--- config.mk ---
export PLATFORM = sky130hd
export DESIGN_NAME = lcd_state_sequencer
export DESIGN_NICKNAME = d
export VERILOG_FILES = /design/src/rtl/lcd_state_sequencer.sv
export SDC_FILE = /design/constraint.sdc
export NUM_CORES = 1
export LEC_CHECK = 0
export ABC_CLOCK_PERIOD_IN_PS = 2300
export CORE_MARGIN = 2
export CORE_UTILIZATION = 56
export DETAILED_ROUTE_END_ITERATION = 8
export GPL_TIMING_DRIVEN = 0
export PLACE_DENSITY = 0.75
export SLEW_MARGIN = 20
export SYNTH_ARGS = -nofsm -noshare
export SYNTH_HDL_FRONTEND = slang
export SYNTH_SLANG_ARGS = --single-unit
--- constraint.sdc ---
create_clock -name clk -period 2.3 [get_ports clk]
set_input_delay 0.23 -clock clk [delete_from_list [all_inputs] [get_ports clk]]
set_output_delay 0.23 -clock clk [all_outputs]
set_load 0.005 [all_outputs]
--- src/rtl/lcd_state_sequencer.sv ---
// lcd_state_sequencer: turns single-cycle game events into LCD display codes
// and owns message timing (transient dwell, end-of-game begin/end stepping).
// Latency: an event sampled at edge N is visible on state/busy after edge N.
// Backpressure: none; events arriving while a dwell runs are dropped, except
// exploded during a transient dwell, which is remembered until expiry.
//
// Ports:
//   clk, reset      clock and synchronous active-low reset
//   auth_ok/fail    credential result pulses
//   level_ok/fail   level result pulses, qualified by level (1..3, 0 invalid)
//   defused         bomb defused pulse
//   exploded        bomb timer expired pulse
//   state           display code to the LCD controller
//   busy            a dwell timer is running
module lcd_state_sequencer #(
   parameter int HOLD_CYCLES = 25_000_000,
   parameter int SEQ_CYCLES  = 50_000_000
) (
   input  logic       clk,
   input  logic       reset,
   input  logic       auth_ok,
   input  logic       auth_fail,
   input  logic       level_ok,
   input  logic       level_fail,
   input  logic       defused,
   input  logic       exploded,
   input  logic [1:0] level,
   output logic [7:0] state,
   output logic       busy
);

   typedef enum logic [7:0] {
      S_AUTH      = 8'h00,
      S_AUTH_OK   = 8'h01,
      S_AUTH_FAIL = 8'h02,
      S_GAME      = 8'h10,
      S_L1_OK     = 8'h11,
      S_L1_FAIL   = 8'h12,
      S_L2_OK     = 8'h13,
      S_L2_FAIL   = 8'h14,
      S_L3_FAIL   = 8'h16,
      S_WIN       = 8'h20,
      S_WIN_END   = 8'h21,
      S_LOSE      = 8'h30,
      S_LOSE_END  = 8'h31
   } state_t;

   // Counter values at which the next edge ends the dwell.
   localparam logic [26:0] HOLD_LAST = 27'(HOLD_CYCLES - 1);
   localparam logic [26:0] SEQ_LAST  = 27'(SEQ_CYCLES - 1);

   state_t      cur;
   state_t      nxt;
   state_t      hold_tgt;
   logic        chg;
   logic        in_hold;
   logic [26:0] cnt;
   logic        pend_x;
   logic        busy_r;

   wire hold_done = (cnt == HOLD_LAST);
   wire seq_done  = (cnt == SEQ_LAST);
   wire lvl_valid = (level != 2'd0);

   // Codes that run a dwell timer (transient and sequence classes).
   function automatic logic is_timed(input state_t s);
      case (s)
         S_AUTH, S_GAME, S_WIN_END, S_LOSE_END: is_timed = 1'b0;
         default:                               is_timed = 1'b1;
      endcase
   endfunction

   always_comb begin
      nxt      = cur;
      chg      = 1'b0;
      in_hold  = 1'b0;
      hold_tgt = S_GAME;
      case (cur)
         S_AUTH: begin
            if (auth_fail) begin
               nxt = S_AUTH_FAIL;
               chg = 1'b1;
            end else if (auth_ok) begin
               nxt = S_AUTH_OK;
               chg = 1'b1;
            end
         end
         S_GAME: begin
            if (exploded) begin
               nxt = S_LOSE;
               chg = 1'b1;
            end else if (defused) begin
               nxt = S_WIN;
               chg = 1'b1;
            end else if (level_fail && lvl_valid) begin
               chg = 1'b1;
               case (level)
                  2'd1:    nxt = S_L1_FAIL;
                  2'd2:    nxt = S_L2_FAIL;
                  default: nxt = S_L3_FAIL;
               endcase
            end else if (level_ok && lvl_valid) begin
               chg = 1'b1;
               case (level)
                  2'd1:    nxt = S_L1_OK;
                  2'd2:    nxt = S_L2_OK;
                  default: nxt = S_WIN;
               endcase
            end
         end
         S_AUTH_OK, S_L1_OK, S_L2_OK: begin
            in_hold  = 1'b1;
            hold_tgt = S_GAME;
         end
         S_AUTH_FAIL: begin
            in_hold  = 1'b1;
            hold_tgt = S_AUTH;
         end
         S_L1_FAIL, S_L2_FAIL, S_L3_FAIL: begin
            in_hold  = 1'b1;
            hold_tgt = S_LOSE;
         end
         S_WIN: begin
            if (seq_done) begin
               nxt = S_WIN_END;
               chg = 1'b1;
            end
         end
         S_LOSE: begin
            if (seq_done) begin
               nxt = S_LOSE_END;
               chg = 1'b1;
            end
         end
         S_WIN_END, S_LOSE_END: begin
            // Terminal: only reset leaves.
         end
         default: begin
            nxt = S_AUTH;
            chg = 1'b1;
         end
      endcase

      // A remembered explosion (or one arriving on the final dwell cycle)
      // overrides the normal auto-advance target.
      if (in_hold && hold_done) begin
         nxt = (pend_x || exploded) ? S_LOSE : hold_tgt;
         chg = 1'b1;
      end
   end

   always_ff @(posedge clk) begin
      if (!reset) begin
         cur    <= S_AUTH;
         cnt    <= '0;
         pend_x <= 1'b0;
         busy_r <= 1'b0;
      end else if (chg) begin
         cur    <= nxt;
         cnt    <= '0;
         pend_x <= 1'b0;
         busy_r <= is_timed(nxt);
      end else begin
         if (busy_r) cnt <= cnt + 27'd1;
         if (in_hold && exploded) pend_x <= 1'b1;
      end
   end

   assign state = cur;
   assign busy  = busy_r;

endmodule

; ---- Yosys cells after proc, flatten, opt, wreduce, memory -nomap -nowiden
; Index checks and enable logic that the tools add are counted.
[word_totals]
ff_bits = 37
in_bits = 10
out_inout_bits = 9
word_cells = 64
[classes]
n_addsub = 1
eq_ne = 19
n_mux = 25
bitwise_logic = 1
reduce_logical = 14
[ops]
columns = operator, count
row1 = $mux 8, 10
row2 = $eq 8x5->1 const B, 7
row3 = $eq 8x6->1 const B, 6
row4 = $pmux 8 s5, 1
row5 = $add 27x1->27 const B, 1
row6 = $eq 27x25->1 const B, 1
row7 = $eq 27x26->1 const B, 1
row8 = $pmux 6 s2, 2
row9 = $logic_not 8->1, 2
row10 = $mux 1, 10
row11 = $reduce_or 9->1, 1
row12 = $eq 8x1->1 const B, 1
row13 = $eq 8x2->1 const B, 1
row14 = $reduce_or 7->1, 1
row15 = $pmux 3 s2, 1
row16 = $logic_and 1x1->1, 4
row17 = $pmux 1 s4, 1
row18 = $reduce_or 2->1, 2
row19 = $reduce_or 4->1, 1
row20 = $reduce_or 3->1, 1
row21 = $eq 2x1->1 const B, 1
row22 = $eq 2x2->1 const B, 1
row23 = $reduce_bool 2->1, 1
row24 = $logic_or 1x1->1, 1
row25 = $not 1->1, 1

; ---- Depth between registers and ports, before layout
; Gate-level depths: netlist of run 1.
[logic_depth]
depth_word = 11
mapped_depth = 10
depth_no_buf = 8

; ---- Worst setup path after synthesis of run 1
; No wires, ideal clock.
[synth_timing]
kind = register -> register
from = register cnt[0]
to = register busy_r, in the netlist busy
setup_time_ps = 122
arrival_time_ps = 1966
required_time_ps = 2178
setup_slack_ps = 213
path_stages_with_launch = 10
n_path_buf = 2
period_less_slack_ps = 2087
cell_sequence = dfxtp_1 > ha_1 > and3_1 > buf_4 > and4_1 > a21oi_1 > or3b_1 > buf_2 > o21a_1 > o311a_1
[synth_between]
elab_chain_cells = 7
elab_cells_between_ends = 16
cone_classes = eq/ne: 5 / mux: 8 / reduce/logical: 3
[synth_lines]
columns = element, line_no
row1 = start: declaration, 57  ; logic [26:0] cnt;
row2 = start signal: assignment, 164  ; if (busy_r) cnt <= cnt + 27'd1;
row3 = $eq 27x26->1, 62  ; wire seq_done = (cnt == SEQ_LAST);
row4 = $mux 8 (on tied branches), "130, 124"
row5 = $pmux 8 s5, 78  ; case (cur)
row6 = $mux 8, 146  ; if (in_hold && hold_done) begin
row7 = $eq 8x5->1 (tied with other cells), 67  ; case (s)
row8 = $reduce_or 4->1, 67
row9 = $mux 1, 67
row10 = end signal: assignment, 162  ; busy_r <= is_timed(nxt);
row11 = end: declaration, 59  ; logic busy_r;
; Several ways; a longest one is shown, not always the timed one.
; A chain may end at the register's enable or synchronous reset.

; ---- Worst setup path in the final report of run 1
; Ends and elaborated chain as after synthesis.

==> flow_summary.json, run 1 <==
{
  "netlist_instances": 230,
  "gr-total-overflow": 0,
  "synthMuxAreaShare": 0.01500,
  "die_x_um": 63.79,
  "period_minus_slack_ns": 2.199,
  "place_hpwl_um": 3095,
  "min_period_over_period": 0.9560,
  "die_y_um": 63.79,
  "core-area_um2": 3390,
  "synth_area_per_cell_um2": 8.704,
  "num_vias": 1726,
  "port_buffers": 18,
  "drive_gt1_frac": 0.1351,
  "power_density_nw_per_um2": 438.5,
  "worstPathMaxFanout": 6,
  "worst_pin_slew_ns": 0.5510,
  "synth_xor_area_frac": 0.1181,
  "nets": 273,
  "clockBufferDepth": 2,
  "die_area_um2": 4069,
  "synth_ff_type": "dfxtp_1",
  "max-slew-margin-rel": 0.6293,
  "final-hold-violation-count": 0,
  "cts_buffers": 5,
  "drtIter0Drc": 114,
  "min_path_type": "flip-flop to flip-flop",
  "ys_ff_latch": 37,
  "dpl_cell_area_um2": 2247,
  "grt_antenna_before_repair": 0,
  "grt_max_degree": 11,
  "synth-async-reset-ratio": 0,
  "synth_top_family_by_area": "simple AND/OR/NAND/NOR gates",
  "insertion_delay_ns": 0.34,
  "cts_tree": "built",
  "mostFrequentLayoutCells": "nor2_1 (39), dfxtp_1 (33), clkdlybuf4s50_1 (16)",
  "routed_wl_um": 4392,
  "cts_root_buf": "clkbuf_4",
  "area_growth_pct": 19.81,
  "cellLeakagePower_nw": 0.8115,
  "yosys.area_share.simple": 0.3281,
  "synth_fa_ha_area_frac": 0.03125,
  "wl_met2_um": 2180,
  "cap_violations": 0,
  "grt_first_pass_wirelength_um": 7286,
  "antenna_left": 0,
  "synth_compound_area_frac": 0.1031,
  "wl_met1_um": 1997,
  "io_pins": 19,
  "h-tree-depth": 2,
  "ys_seq_area_frac": 0.3700,
  "post-route-drc-count": 0,
  "arrival_ns": 2.43,
  "outcome": "finished, final reports clean",
  "finalInstanceArea_um2": 2399,
  "grt_pass1_vias": 1613,
  "peakVddDrop_uv": 373.0,
  "final_common_cell": "nor2_1",
  "fmax_ghz": 0.4548,
  "setup_slack_ns": 0.1011,
  "end_kind": "flip-flop",
  "initial_core_util": 0.5906,
  "wl_met3_um": 155,
  "cp.required_ns": 2.54,
  "skew_ns": 0.005736,
  "yosys_warnings": 0,
  "start_kind": "flip-flop",
  "wl_per_cell_um": 14.40,
  "via_per_inst": 5.659,
  "num_rows": 21,
  "crit_type": "flip-flop to flip-flop",
  "grt_usage": 0.2290,
  "clk_pin_slew_ns": 0.10,
  "post-route-util": 0.7076,
  "antennaDiodeCount": 0,
  "first_pass_iters": 4,
  "setup_viol": 0,
  "maxSlewViolCount": 0,
  "synth_edf_count": 0,
  "gp_congestion": 0.8325,
  "netlist_area_um2": 2002,
  "highest_layer": "met4",
  "pre_cts_ws_ns": -0.4576,
  "ys_types": 57,
  "cts.sinks": 37
}
final timing paths:
check / cells past startpoint / to / slack, ns / startpoint
worst min-delay path: 2 / cnt[0] / 0.52 / cnt[0]
worst max-delay path: 9 / busy / 0.10 / cnt[0]
worst max register to register: 9 / busy / 0.10 / cnt[0]
worst min register to register: 2 / cnt[0] / 0.52 / cnt[0]
cell type report:
| type | count | area [um^2] |
|---|---|---|
| inverters | 6 | 22.52 |
| clock buffers | 8 | 48.80 |
| repair buffers | 20 | 200.2 |
| fillers | 275 | 991.0 |
| multi-input cells | 181 | 1274 |
| well taps | 46 | 57.56 |
| flip-flops and latches | 37 | 745.7 |
| plain buffers | 7 | 50.05 |
flip-flops by register name, indices dropped and copies added, names as in the netlist:
| name | cells |
|---|---|
| busy | 1 |
| state | 8 |
| pend_x | 1 |
| cnt | 27 |
synthesized netlist by cell type (all sizes together), types with 2 or more instances:
cell type   n  area (um^2)
nor2       40        150.1
dfxtp      37        740.7
xnor2      14        122.6
nand2      13        48.80
xor2       13        113.9
nand3      10        55.05
nand4       9        56.30
and3        7        45.05
and4        7        62.56
inv         6        22.52
a21oi       5        25.02
buf         5        30.02
ha          5        62.56
nor2b       5        31.28
nor4        5        43.79
nor3        4        25.02
a21boi      3        22.52
clkbuf      3        12.51
mux2i       3        30.03
nor4b       3        32.53
a32o        2        20.02
and2        2        12.51
nor4bb      2        20.02
o211a       2        20.02
o21ai       2        10.01
per-stage QoR:
stage	hold WS, ns	cells	setup TNS (ns)	power (mW)
finish	0.5212	305	0	1.052
global route	0.5537	305	-0.007596	1.093
CTS	0.5225	304	0	1.054
detailed placement	0.4984	296	-11.05	0.7368
global placement	0.4831	296	-10.92	0.7368
floorplan	0.3517	232	0	0.6987
worst max-delay path: stages (launching register included):
cell and delay (ns):
dfxtp_2 0.35, ha_1 0.15, and3_1 0.17, buf_6 0.12, and4_1 0.20, a21oi_1 0.07
or3b_1 0.35, buf_4 0.16, o21a_1 0.19, o311a_1 0.33
layer usage:
| layer | vias up | GRT usage |
|---|---|---|
| met4 | 0 | 0.1005 |
| met5 | - | 0 |
| met1 | 808 | 0.2841 |
| met2 | 30 | 0.3763 |
| li1 | 883 | - |
| met3 | 5 | 0.05458 |
kinds of logic after synthesis:
group / count (synthesis)
xor gates and xnor gates: 27
adders and majority gates: 5
buffers and inverters: 14
and+or+nand+nor: 116
DFF: 37
muxes: 3
AOI/OAI and AO/OA: 27
other: 1
report_power, final:
group | switching, mW | leakage [nW] | total [mW] | internal (mW)
clock network | 0.199 | 0.0265 | 0.320 | 0.122
logic | 0.0374 | 0.484 | 0.0792 | 0.0418
registers | 0.00789 | 0.301 | 0.652 | 0.644
repair_timing:
action,in CTS,in global routing
cloned,0,0
resized for setup,6,17
hold buffers,0,0
setup buffers,0,2
setup endpoints to repair,22,22
hold endpoints to repair,0,0
pin swaps,1,3
(Power assumes the default switching activity.)
==> run 2: changes to the inputs <==
- CORE_UTILIZATION: 56 -> 55
- PLACE_DENSITY: 0.75 -> 0.74
==> run 2 against run 1 <==
Register-to-register slack about the same. Non-clock buffer count decreased by 1. Flip-flop and latch count stayed put. Maximum frequency down 0.59%. Die area grew 1.7%. Cell count fell by 0.33%. Sequential share of layout area down 0.32 points. Hold slack got worse by 0.0050 ns. Via count rose by 2.4%. Utilization grew 0.078 points. Largest cell class unchanged.
==> flow_summary.json, run 2 (synthesis gave the netlist of run 1 again) <==
{
  "start_kind": "flip-flop",
  "drtIter0Drc": 121,
  "grt_usage": 0.2275,
  "cap_violations": 0,
  "period_minus_slack_ns": 2.212,
  "io_pins": 19,
  "worstPathMaxFanout": 6,
  "place_hpwl_um": 3149,
  "crit_path_start": "cnt[0]",
  "peakVddDrop_uv": 395.5,
  "antennaDiodeCount": 0,
  "die_area_um2": 4138,
  "skew_ns": 0.02148,
  "multi_input_area_um2": 1282,
  "port_buffers": 18,
  "cellLeakagePower_nw": 0.8300,
  "cts_buffers": 5,
  "setup_tns_ns": 0,
  "power_density_nw_per_um2": 464.0,
  "area_growth_pct": 20.87,
  "crit_type": "flip-flop to flip-flop",
  "post-route-drc-count": 0,
  "largest_reg_flops": 27,
  "gr-total-overflow": 0,
  "grt_first_pass_wirelength_um": 7265,
  "mostFrequentLayoutCells": "nor2_1 (39), dfxtp_1 (34), clkdlybuf4s50_1 (16)",
  "end_kind": "flip-flop",
  "die_x_um": 64.33,
  "fin_hold_ws_ns": 0.5163,
  "maxSlewViolCount": 0,
  "final_common_cell": "nor2_1",
  "via_per_inst": 5.813,
  "drive_gt1_frac": 0.1395,
  "insertion_delay_ns": 0.36,
  "routed_wl_um": 4388,
  "wl_per_cell_um": 14.43,
  "initial_core_util": 0.5861,
  "nets": 272,
  "max-slew-margin-rel": 0.6423,
  "register_area_um2": 744.5,
  "cts_root_buf": "clkbuf_4",
  "min_period_over_period": 0.9617,
  "gp_congestion": 0.8085,
  "grt_pass1_vias": 1624,
  "cts.sinks": 37,
  "setup_viol": 0,
  "top_register": "cnt",
  "antenna_left": 0,
  "min_path_type": "flip-flop to flip-flop",
  "final-hold-violation-count": 0,
  "rr_startpoint": "cnt[0]",
  "h-tree-depth": 2,
  "first_pass_iters": 5,
  "cts_tree": "built",
  "arrival_ns": 2.47,
  "num-fill-cells": 279,
  "hp-start": "cnt[1]",
  "num_vias": 1767,
  "clockBufferDepth": 2,
  "core-area_um2": 3416,
  "grt_antenna_before_repair": 0,
  "hold_buffers": 0,
  "clk_pin_slew_ns": 0.12,
  "cp.required_ns": 2.56,
  "outcome": "finished, final reports clean",
  "worst_pin_slew_ns": 0.5316,
  "grt_max_degree": 12,
  "num_rows": 21,
  "fmax_ghz": 0.4521,
  "die_y_um": 64.33
}
==> run 2: power by group <==
| group | internal [mW] | switching [mW] |
|---|---|---|
| Clock | 0.177 | 0.215 |
| Combinational | 0.0404 | 0.0381 |
| Sequential | 0.644 | 0.00772 |
| Total | 0.862 | 0.261 |
==> run 2: path summary, 6_finish.rpt <==
| check | endpoint | slack [ns] | depth (start not counted) |
|---|---|---|---|
| max reg2reg | busy | 0.09 | 9 |
| min | cnt[1] | 0.52 | 2 |
| min reg2reg | cnt[1] | 0.52 | 2 |
| max | busy | 0.09 | 9 |
==> run 2: worst max-delay path, cell delays in order (launching register included) <==
cell	delay (ns)
dfxtp_2	0.36
ha_2	0.18
and3_1	0.18
buf_6	0.12
and4_4	0.20
a21oi_1	0.06
or3b_1	0.35
buf_4	0.17
o21a_1	0.20
o311a_1	0.32
==> run 2: per-stage QoR <==
stage	instance area [um^2]	power (mW)	std cells	utilization	setup slack, ns
6_report	2420	1.123	304	0.7084	0.08803
5_1_grt	2420	1.166	304	0.7084	-0.007654
4_1_cts	2337	1.127	304	0.6842	0.001422
3_5_place_dp	2247	0.7375	296	0.6579	-0.5050
3_3_place_gp	2247	0.7377	296	0.6579	-0.4967
2_1_floorplan	2009	0.6987	232	-	0.2126
==> run 2: layout make-up <==
class | count | share of cell area
buffer | 7 | 0.02068
clock buffer | 7 | 0.02689
clock inverter | 1 | 0.002068
inverter | 6 | 0.009307
multi-input combinational | 181 | 0.5300
sequential | 37 | 0.3077
tap | 46 | 0.02378
timing repair buffer | 19 | 0.07963
==> run 2: layer usage <==
layer / track usage / up-vias / part of all wire
li1: - / 872 / -
met1: 0.2670 / 832 / 0.44
met2: 0.3919 / 54 / 0.49
met3: 0.05986 / 9 / 0.053
met4: 0.09309 / 0 / 0.019
met5: 0 / - / 0
==> run 2: repair_timing <==
action                     4_1_cts  5_1_grt
gates resized for setup          5       19
pin swaps                        1        3
setup buffers                    0        1
setup endpoints to repair       21       21
==> run 3: changes to the inputs <==
- CTS_CLUSTER_SIZE: not set -> 40
- SETUP_SLACK_MARGIN: not set -> 0.05
==> run 3 against run 2 <==
Global-route usage is 0.074 points higher. Critical path depth is 1 lower. Clock power hardly changed. Clock skew is 0.0019 ns lower. Utilization is 1.9 points higher. Combinational power is 3.8% higher. Maximum frequency is 1.1% higher. Die area stayed put. Largest cell class unchanged.
==> flow_summary.json, run 3 (synthesis gave the netlist of run 1 again) <==
{
  "hold_buffers": 0,
  "crit_path_max_incr_delay_ns": 0.39,
  "start_kind": "flip-flop",
  "core-area_um2": 3416,
  "clockBufferDepth": 2,
  "nets": 274,
  "die_area_um2": 4138,
  "cts.sinks": 37,
  "place_hpwl_um": 3149,
  "end_kind": "flip-flop",
  "mostFrequentLayoutCells": "nor2_1 (38), dfxtp_1 (34), clkdlybuf4s50_1 (16)",
  "setup_viol": 0,
  "largest_reg_flops": 27,
  "crit_family": "simple AND/OR/NAND/NOR gates",
  "crit_type": "flip-flop to flip-flop",
  "skew_ns": 0.01955,
  "cts_tree": "built",
  "first_pass_iters": 4,
  "min_path_type": "flip-flop to flip-flop",
  "cts_buffers": 5,
  "grt.met2_usage": 0.3932,
  "h-tree-depth": 2,
  "area_growth_pct": 24.06,
  "period_minus_slack_ns": 2.188,
  "timing.critical_path.buf_inv": 1,
  "grt_use_met1": 0.2659,
  "dpl_cell_area_um2": 2247,
  "r2r_slack_ns": 0.11,
  "finalInstanceArea_um2": 2484,
  "num_vias": 1738,
  "antennaDiodeCount": 0,
  "grt_setup_unrepaired": "no",
  "cap_violations": 0,
  "fin_hold_ws_ns": 0.5225,
  "min_period_over_period": 0.9514,
  "drive_gt1_frac": 0.1654,
  "post-route-util": 0.7271,
  "crit_cells": 8,
  "top_register": "cnt",
  "maxSlewViolCount": 0,
  "slowest_stage": "dfxtp_4",
  "crit_path_start": "cnt[0]",
  "rr_startpoint": "cnt[0]",
  "drtIter0Drc": 135,
  "worst_pin_slew_ns": 0.5128,
  "path_cells": "ha_4 -> and3_4 -> buf_6 -> nand4b_1 -> nor4b_4 -> nor2_4 -> a32o_2 -> o311a_1",
  "insertion_delay_ns": 0.35,
  "hp-start": "pend_x",
  "grt_max_degree": 12,
  "port_buffers": 18,
  "fmax_ghz": 0.4570,
  "gp_congestion": 0.8085,
  "cts_root_buf": "clkbuf_4",
  "grt_first_pass_wirelength_um": 7293,
  "ff2ff_path_depth": 8,
  "final-hold-violation-count": 0,
  "clk_pin_slew_ns": 0.12,
  "final_common_cell": "nor2_1",
  "grt_antenna_before_repair": 0,
  "gr-total-overflow": 0,
  "outcome": "finished, final reports clean",
  "grt.busiest_layer": "met2",
  "arrival_ns": 2.44,
  "post-route-drc-count": 0,
  "max-slew-margin-rel": 0.6550,
  "antenna_left": 0,
  "wl_per_cell_um": 14.36,
  "grt.met3_usage": 0.06162,
  "cp.required_ns": 2.56,
  "peakVddDrop_uv": 380.1,
  "initial_core_util": 0.5861,
  "routed_wl_um": 4394,
  "via_per_inst": 5.680,
  "num_rows": 21,
  "hold_end": "pend_x",
  "worstPathMaxFanout": 6,
  "grt_usage": 0.2283,
  "setup_tns_ns": 0,
  "num-fill-cells": 270,
  "cellLeakagePower_nw": 0.8452,
  "worstReg2RegEnd": "busy",
  "io_pins": 19,
  "power_density_nw_per_um2": 450.0,
  "die_y_um": 64.33,
  "grt_pass1_vias": 1632,
  "die_x_um": 64.33,
  "finalPower_mw": 1.118,
  "min_path_cells": 2
}
run 3: cell types whose count changed in the layout (fill, tap and decap cells not counted), sizes merged:
cell	previous run	this run
buf	6	7
clkbuf	9	10
dlygate4sd2	0	1
dlymetal6s2s	2	1
run 3: worst max path at each step:
stage	end	slack, ns
detailed placement	busy	-0.50
global route	busy	0.04
floorplan	busy	0.21
CTS	busy	0.05
global placement	busy	-0.50
finish	busy	0.11
run 3: repair_timing:
action                                  CTS  global route
resized for setup                        10            28
pin swaps                                 1             5
buffers inserted                          0             2
endpoints found under the setup margin   22            22
run 3: worst min-delay path, cell delays in order, from the launching register on:
cell and delay (ns):
dfxtp_1 0.38, a21oi_1 0.05, nor2_1 0.07
run 3: per-layer routing:
| metal | wire length [um] | part of all wire |
|---|---|---|
| met2 | 2148 | 0.49 |
| met3 | 213 | 0.048 |
| met4 | 99 | 0.023 |
| met1 | 1932 | 0.44 |
| met5 | 0 | 0 |
run 3: layout make-up:
| cell class | instances | area, um^2 | share of cell area |
|---|---|---|---|
| clock buffer | 7 | 65.06 | 0.02620 |
| tap | 46 | 57.56 | 0.02317 |
| sequential | 37 | 752.0 | 0.3028 |
| clock inverter | 1 | 5.005 | 0.002015 |
| multi-input combinational | 181 | 1326 | 0.5340 |
| timing repair buffer | 20 | 196.4 | 0.07909 |
| buffer | 8 | 58.81 | 0.02368 |
| inverter | 6 | 22.52 | 0.009068 |
run 3: report_power, final:
part	switching, mW	internal, mW	leakage [nW]
sequential	0.00635	0.641	0.302
combinational	0.0398	0.0416	0.502
clock	0.212	0.177	0.0413
total	0.258	0.860	0.845
run 3: through the flow:
step,setup slack (ns),cells
final,0.1117,306
after global routing,0.03746,306
after CTS,0.05404,304
after detailed placement,-0.5050,296
after global placement,-0.4967,296
after floorplan,0.2126,232
